File: src/rtl/scsi_sd_sequencer_if.sv
// Bus bundle between the SCSI target channels, the sequencer and the SD/io controller.
// master = sequencer side, slave = the controller/target side facing it.
interface scsi_sd_sequencer_if;
   logic [1:0]  io_rd;
   logic [1:0]  io_wr;
   logic [31:0] io_lba;
   logic [1:0]  io_ack;
   logic        sd_rd;
   logic        sd_wr;
   logic [31:0] sd_lba;
   logic        sd_drive;
   logic        sd_ack;
   logic        sd_buff_wr;
   logic [8:0]  sd_buff_addr;
   logic        busy;
   logic        err;

   modport master (
      input  io_rd, io_wr, io_lba, sd_ack, sd_buff_wr, sd_buff_addr,
      output io_ack, sd_rd, sd_wr, sd_lba, sd_drive, busy, err
   );

   modport slave (
      output io_rd, io_wr, io_lba, sd_ack, sd_buff_wr, sd_buff_addr,
      input  io_ack, sd_rd, sd_wr, sd_lba, sd_drive, busy, err
   );
endinterface

File: src/rtl/scsi_sd_sequencer.sv
// Two-channel SCSI sector request arbiter/sequencer toward a single SD port, with byte-count check.
// Optional watchdog enabled by defining SD_SEQ_TIMEOUT_EN.
//
// state   | meaning
// IDLE    | no owner, arbitrate pending channels
// REQ     | sd_rd/sd_wr raised, waiting for sd_ack
// XFER    | sd_ack high, counting sector bytes until sd_ack falls
// RELEASE | wait for owner to drop its level request
module scsi_sd_sequencer #(
   parameter int          SECTOR_BYTES   = 512,
   parameter logic [23:0] TIMEOUT_CYCLES = 24'd12000000
) (
   input logic                  clk,
   input logic                  reset_n,
   scsi_sd_sequencer_if.master  bus
);

   localparam int                CNT_W = $clog2(SECTOR_BYTES) + 1;
   localparam logic [CNT_W-1:0]  FULL  = CNT_W'(SECTOR_BYTES);

   typedef enum logic [1:0] {
      S_IDLE    = 2'd0,
      S_REQ     = 2'd1,
      S_XFER    = 2'd2,
      S_RELEASE = 2'd3
   } state_t;

   state_t            state_q, state_d;
   logic              sd_rd_q, sd_rd_d;
   logic              sd_wr_q, sd_wr_d;
   logic [31:0]       sd_lba_q, sd_lba_d;
   logic              drive_q, drive_d;
   logic              dir_q, dir_d;
   logic              rr_last_q, rr_last_d;
   logic              busy_q, busy_d;
   logic              err_q, err_d;
   logic [CNT_W-1:0]  cnt_q, cnt_d;
   logic              sd_ack_q;
   logic [8:0]        addr_q;

   logic [1:0]        pend;
   logic              gnt;
   logic              step;
   logic              ack_win;
   logic              ack_bit;

`ifdef SD_SEQ_TIMEOUT_EN
   logic [23:0]       wd_q, wd_d;
   logic              to_pulse_q, to_pulse_d;
`else
   logic              unused_timeout;
   assign unused_timeout = ^TIMEOUT_CYCLES;
`endif

   always_ff @(posedge clk) begin
      if (!reset_n) begin
         state_q   <= S_IDLE;
         sd_rd_q   <= 1'b0;
         sd_wr_q   <= 1'b0;
         sd_lba_q  <= 32'd0;
         drive_q   <= 1'b0;
         dir_q     <= 1'b0;
         rr_last_q <= 1'b0;
         busy_q    <= 1'b0;
         err_q     <= 1'b0;
         cnt_q     <= '0;
         sd_ack_q  <= 1'b0;
         addr_q    <= 9'd0;
`ifdef SD_SEQ_TIMEOUT_EN
         wd_q       <= 24'd0;
         to_pulse_q <= 1'b0;
`endif
      end else begin
         state_q   <= state_d;
         sd_rd_q   <= sd_rd_d;
         sd_wr_q   <= sd_wr_d;
         sd_lba_q  <= sd_lba_d;
         drive_q   <= drive_d;
         dir_q     <= dir_d;
         rr_last_q <= rr_last_d;
         busy_q    <= busy_d;
         err_q     <= err_d;
         cnt_q     <= cnt_d;
         sd_ack_q  <= bus.sd_ack;
         addr_q    <= bus.sd_buff_addr;
`ifdef SD_SEQ_TIMEOUT_EN
         wd_q       <= wd_d;
         to_pulse_q <= to_pulse_d;
`endif
      end
   end

   // Round robin only matters when both channels are pending.
   always_comb begin
      pend = bus.io_rd | bus.io_wr;
      gnt  = 1'b0;
      if (pend == 2'b11) begin
         gnt = ~rr_last_q;
      end else if (pend[1]) begin
         gnt = 1'b1;
      end
   end

   always_comb begin
      state_d   = state_q;
      sd_rd_d   = sd_rd_q;
      sd_wr_d   = sd_wr_q;
      sd_lba_d  = sd_lba_q;
      drive_d   = drive_q;
      dir_d     = dir_q;
      rr_last_d = rr_last_q;
      err_d     = err_q;
      cnt_d     = cnt_q;
      step      = 1'b0;
`ifdef SD_SEQ_TIMEOUT_EN
      wd_d       = wd_q;
      to_pulse_d = 1'b0;
`endif

      case (state_q)
         S_IDLE: begin
            if (|pend) begin
               state_d   = S_REQ;
               sd_lba_d  = bus.io_lba;
               drive_d   = gnt;
               dir_d     = bus.io_wr[gnt] & ~bus.io_rd[gnt];
               rr_last_d = gnt;
               cnt_d     = '0;
               err_d     = 1'b0;
`ifdef SD_SEQ_TIMEOUT_EN
               wd_d      = 24'd0;
`endif
            end
         end

         S_REQ: begin
            if (bus.sd_ack) begin
               sd_rd_d = 1'b0;
               sd_wr_d = 1'b0;
               state_d = S_XFER;
            end else begin
               sd_rd_d = ~dir_q;
               sd_wr_d = dir_q;
            end
         end

         S_XFER: begin
            // Reads are counted by buffer strobes, writes by the controller walking the address.
            step = dir_q ? (bus.sd_buff_addr != addr_q) : bus.sd_buff_wr;
            if (step && (cnt_q != FULL)) begin
               cnt_d = cnt_q + CNT_W'(1);
            end
            if (sd_ack_q && !bus.sd_ack) begin
               if (cnt_d != FULL) begin
                  err_d = 1'b1;
               end
               state_d = S_RELEASE;
            end
         end

         S_RELEASE: begin
            if (!bus.io_rd[drive_q] && !bus.io_wr[drive_q]) begin
               state_d = S_IDLE;
            end
         end

         default: begin
            state_d = S_IDLE;
         end
      endcase

`ifdef SD_SEQ_TIMEOUT_EN
      if ((state_q == S_REQ) || (state_q == S_XFER)) begin
         wd_d = wd_q + 24'd1;
         if (wd_q == (TIMEOUT_CYCLES - 24'd1)) begin
            sd_rd_d    = 1'b0;
            sd_wr_d    = 1'b0;
            err_d      = 1'b1;
            to_pulse_d = 1'b1;
            state_d    = S_RELEASE;
         end
      end
`endif

      busy_d = (state_d != S_IDLE);
   end

   // Ack is only forwarded while a transfer is actually owned; stray acks in IDLE/RELEASE are dropped.
   always_comb begin
      ack_win = ((state_q == S_REQ) || (state_q == S_XFER)) & bus.sd_ack & busy_q;
`ifdef SD_SEQ_TIMEOUT_EN
      ack_bit = ack_win | to_pulse_q;
`else
      ack_bit = ack_win;
`endif
      bus.io_ack = drive_q ? {ack_bit, 1'b0} : {1'b0, ack_bit};
   end

   assign bus.sd_rd    = sd_rd_q;
   assign bus.sd_wr    = sd_wr_q;
   assign bus.sd_lba   = sd_lba_q;
   assign bus.sd_drive = drive_q;
   assign bus.busy     = busy_q;
   assign bus.err      = err_q;

endmodule

File: src/flat_wrapper.sv
// flat-port wrapper written by rule: the top's interface ports become plain ports
module scsi_sd_sequencer_flat 
#(
   parameter int          SECTOR_BYTES   = 512,
   parameter logic [23:0] TIMEOUT_CYCLES = 24'd12000000
)
  (clk, reset_n, bus_io_rd, bus_io_wr, bus_io_lba, bus_sd_ack, bus_sd_buff_wr, bus_sd_buff_addr, bus_io_ack, bus_sd_rd, bus_sd_wr, bus_sd_lba, bus_sd_drive, bus_busy, bus_err);
  scsi_sd_sequencer_if bus_i ();
  input logic clk;
  input logic reset_n;
  input wire logic [$bits(bus_i.io_rd)-1:0] bus_io_rd;
  input wire logic [$bits(bus_i.io_wr)-1:0] bus_io_wr;
  input wire logic [$bits(bus_i.io_lba)-1:0] bus_io_lba;
  input wire logic [$bits(bus_i.sd_ack)-1:0] bus_sd_ack;
  input wire logic [$bits(bus_i.sd_buff_wr)-1:0] bus_sd_buff_wr;
  input wire logic [$bits(bus_i.sd_buff_addr)-1:0] bus_sd_buff_addr;
  output wire logic [$bits(bus_i.io_ack)-1:0] bus_io_ack;
  output wire logic [$bits(bus_i.sd_rd)-1:0] bus_sd_rd;
  output wire logic [$bits(bus_i.sd_wr)-1:0] bus_sd_wr;
  output wire logic [$bits(bus_i.sd_lba)-1:0] bus_sd_lba;
  output wire logic [$bits(bus_i.sd_drive)-1:0] bus_sd_drive;
  output wire logic [$bits(bus_i.busy)-1:0] bus_busy;
  output wire logic [$bits(bus_i.err)-1:0] bus_err;
  assign bus_i.io_rd = bus_io_rd;
  assign bus_i.io_wr = bus_io_wr;
  assign bus_i.io_lba = bus_io_lba;
  assign bus_i.sd_ack = bus_sd_ack;
  assign bus_i.sd_buff_wr = bus_sd_buff_wr;
  assign bus_i.sd_buff_addr = bus_sd_buff_addr;
  assign bus_io_ack = bus_i.io_ack;
  assign bus_sd_rd = bus_i.sd_rd;
  assign bus_sd_wr = bus_i.sd_wr;
  assign bus_sd_lba = bus_i.sd_lba;
  assign bus_sd_drive = bus_i.sd_drive;
  assign bus_busy = bus_i.busy;
  assign bus_err = bus_i.err;
  scsi_sd_sequencer #(.SECTOR_BYTES(SECTOR_BYTES), .TIMEOUT_CYCLES(TIMEOUT_CYCLES)) u_core (.clk(clk), .reset_n(reset_n), .bus(bus_i));
endmodule
File: config.mk
export PLATFORM = sky130hd
export DESIGN_NAME = scsi_sd_sequencer_flat
export DESIGN_NICKNAME = d
export VERILOG_FILES = /design/src/rtl/scsi_sd_sequencer_if.sv /design/src/rtl/scsi_sd_sequencer.sv /design/src/flat_wrapper.sv
export SDC_FILE = /design/constraint.sdc
export NUM_CORES = 1
export LEC_CHECK = 0
export CAP_MARGIN = 10
export CORE_MARGIN = 10
export CORE_UTILIZATION = 48
export CTS_BUF_LIST = sky130_fd_sc_hd__clkbuf_8
export CTS_CLUSTER_SIZE = 14
export DETAILED_ROUTE_END_ITERATION = 10
export PLACE_DENSITY = 0.82
export SYNTH_ARGS = -nofsm -noshare
export SYNTH_HDL_FRONTEND = slang
export SYNTH_SLANG_ARGS = --single-unit
File: constraint.sdc
create_clock -name clk -period 2.55 [get_ports clk]
set_clock_uncertainty 0.1 [all_clocks]
set_input_delay 0.51 -clock clk [delete_from_list [all_inputs] [get_ports clk]]
set_output_delay 0.51 -clock clk [all_outputs]
set_load 0.01 [all_outputs]
==> qor.csv <==
metric,value,unit
outcome,completed,
Die W,96.0,microns
CTS Buf Count,9,
Synth area leaders,"dfxtp_1 (43%), nand2_1 (10%), a21oi_1 (7.0%)",
endpoints failing hold,0,
Setup-failing EPs final,0,
syn avg cell area,8.10,sq um
Hold Worst Slack,0.351,ns
core area,5540,sq um
via-per-instance ratio,5.29,
Congestion Overflow GR,0,
Reg-to-Reg Start,u_core.state_q[0],
endpoint class of the critical path,output port,
Mapped Nets,398,
Slew @ Worst Pin,0.552,ns
gr usage total,16.8,%
number of port buffers,87,
"EDFF count, synth",0,
post-synth top area share,43.4,%
Crit path arrival time,1.83,ns
post-CTS setup buffer count,0,
Post-synth top flop,dfxtp_1,
DR DRC count,0,
fin crit period,2.44,ns
vias,2700,
LEAKAGE,0.00155,uW
first-pass GRT wire length,12.4,mm
pwr dens,581,nW/um^2
vias in the first global route,2535,
H-Tree Depth,3,
Max Cap Viol,0,
FILL cells,445,
"FFs w/ async S/R, synth",0,%
Root Buffer,clkbuf_8,
post-synthesis cell count,342,
Synth cell types,49,
clk slew on worst S/H paths,0.07,ns
cts repair resizes,0,
IO Pins,88,
Iter 0 DRT Violations,271,
P&R area growth vs syn,43.0,%
die extent in y,96.0,microns
TritonCTS Sinks,60,
beginning of the worst hold path,u_core.bus.sd_lba[2],
routed wire length,7.81,mm
fin nets,490,
Post-DRT Antenna Nets,0,
Worst VDD drop,0.562,mV
starting density of the core,50.0,%
clock buffer depth,2,
share of layout cells above drive strength 1,8.22,%
crit path kind,flop to output port,
Die ar.,9210,sq um
worst hold path type,flop to flop,
Antenna Cells,0,
CTS tree,done,
initial antenna violation count,0,
period utilisation layout,95.8,%
number of synthesized register bits,60,
average wire per standard cell,15.3,microns
Total Power,2300,uW
post-DP HPWL,5.72,mm
final slew viol count,0,
Worst setup SP type,flop,
Synth Warn #,0,
DRT Pass-1 Iters,4,
Yosys top cell by area,dfxtp_1,
Worst Path Required,1.94,ns
"Clk Latency, worst-skew pair",0.34,ns
synthesized area,2770,sq um
std cell rows,27,
# hold bufs at CTS,0,
R2R Setup Slk,0.57,ns
sequential area share after synthesis,43.4,%
worst setup path start,u_core.state_q[0],
largest net degree at the start of global routing,33,
Worst Path Max Fanout,6,
Slew headroom,63.2,%
fmax,0.409,GHz
Routability Congestion,0.930,
setup TNS,0,ns
-- metal layers --
metal  vias up  track usage (%)  part of all wire [%]
met5         -                0                     0
met4         0             7.99                   1.7
met3        12             5.21                   7.4
met2        93             27.1                    49
met1      1239             20.0                    42
li1       1356                -                     -
-- report_power, final --
group / leakage (uW) / switching, uW / internal [uW] / total [uW]
clock: 0.0000945 / 377 / 427 / 803
sequential: 0.000495 / 37.6 / 1000 / 1040
combinational: 0.000957 / 213 / 245 / 459
total: 0.00155 / 627 / 1670 / 2300
-- path summary, 6_finish.rpt --
| check | endpoint | cells after the start |
|---|---|---|
| worst min-delay path | u_core.bus.sd_lba[2] | 2 |
| worst min register to register | u_core.bus.sd_lba[2] | 2 |
| worst max register to register | u_core.cnt_q[9] | 5 |
| worst max-delay path | bus_io_ack[1] | 5 |
-- cell type report --
class / instances / area [sq um] / area share [%]
multi-input combinational: 252 / 1450 / 36.6
timing repair buffer: 102 / 998 / 25.2
inverter: 9 / 33.8 / 0.853
sequential: 60 / 1200 / 30.4
clock inverter: 3 / 21.3 / 0.537
clock buffer: 12 / 165 / 4.17
tap: 72 / 90.1 / 2.27
-- worst max-delay path: stages, from the launching register on --
cell and delay [ns]:
dfxtp_2 0.38, inv_1 0.09, ha_1 0.28, nand3_1 0.09
nor2_1 0.10, clkdlybuf4s50_1 0.55
-- logic make-up (layout without fill, tap and decap cells) --
family                   Yosys count  in the layout  synth area share, %
flip-flops                        60             60                 43.4
AO/OA/AOI/OAI                     72             72                 15.6
XOR/XNOR                          13             13                 4.11
multiplexers                       8              8                 2.94
AND/OR/NAND/NOR                  152            152                 26.5
buffers and inverters             30            126                 4.34
adder cells (fa/ha/maj)            7              7                 3.16
-- Yosys cell counts (2+ instances only) --
| master | count |
|---|---|
| nand2_1 | 77 |
| dfxtp_1 | 60 |
| a21oi_1 | 39 |
| clkbuf_1 | 20 |
| nand3_1 | 15 |
| and2_1 | 14 |
| nor2_1 | 13 |
| xnor2_1 | 13 |
| o21ai_0 | 11 |
| inv_1 | 9 |
| ha_1 | 7 |
| mux2i_1 | 7 |
| nand4_1 | 7 |
| a31oi_1 | 3 |
| nor4_1 | 3 |
| nor4b_1 | 3 |
| a21boi_0 | 2 |
| and3_1 | 2 |
| nand3b_1 | 2 |
| nand4b_1 | 2 |
| nor2b_1 | 2 |
| o211a_1 | 2 |
| o211ai_1 | 2 |
| or3_1 | 2 |
-- metrics by stage --
step / area (sq um) / setup WS (ns) / util (%) / cells
after floorplan: 2770 / 0.467 / - / 342
after global placement: 3770 / -0.0274 / 68.0 / 495
after detailed placement: 3770 / -0.0986 / 68.0 / 495
after CTS: 3960 / 0.0235 / 71.4 / 510
after global routing: 3960 / -0.00979 / 71.5 / 510
final: 3960 / 0.107 / 71.5 / 510
-- registers in the layout, summed over array words and instances (netlist names) --
register             flops
u_core.bus.sd_lba       32
u_core.cnt_q            10
u_core.addr_q            9
u_core.state_q           2
u_core.bus.busy          1
u_core.bus.err           1
u_core.bus.sd_drive      1
u_core.bus.sd_rd         1
u_core.bus.sd_wr         1
u_core.dir_q             1
u_core.sd_ack_q          1
-- cells in the final DEF, fill, tap and decap left out, types with 3 or more instances in the layout --
master,Yosys,layout
nand2_1,77,77
and2_1,14,14
nand4_1,7,7
nor4_1,3,3
nor2_1,13,13
ha_1,7,7
inv_1,9,9
dfxtp_1,60,58
a31oi_1,3,3
nand3_1,15,15
mux2i_1,7,7
xnor2_1,13,13
o21ai_0,11,11
buf_4,0,14
clkdlybuf4s50_1,0,86
a21oi_1,39,39
clkbuf_8,0,12
nor4b_1,3,3
No activity file was read; power rests on OpenSTA's default activity.
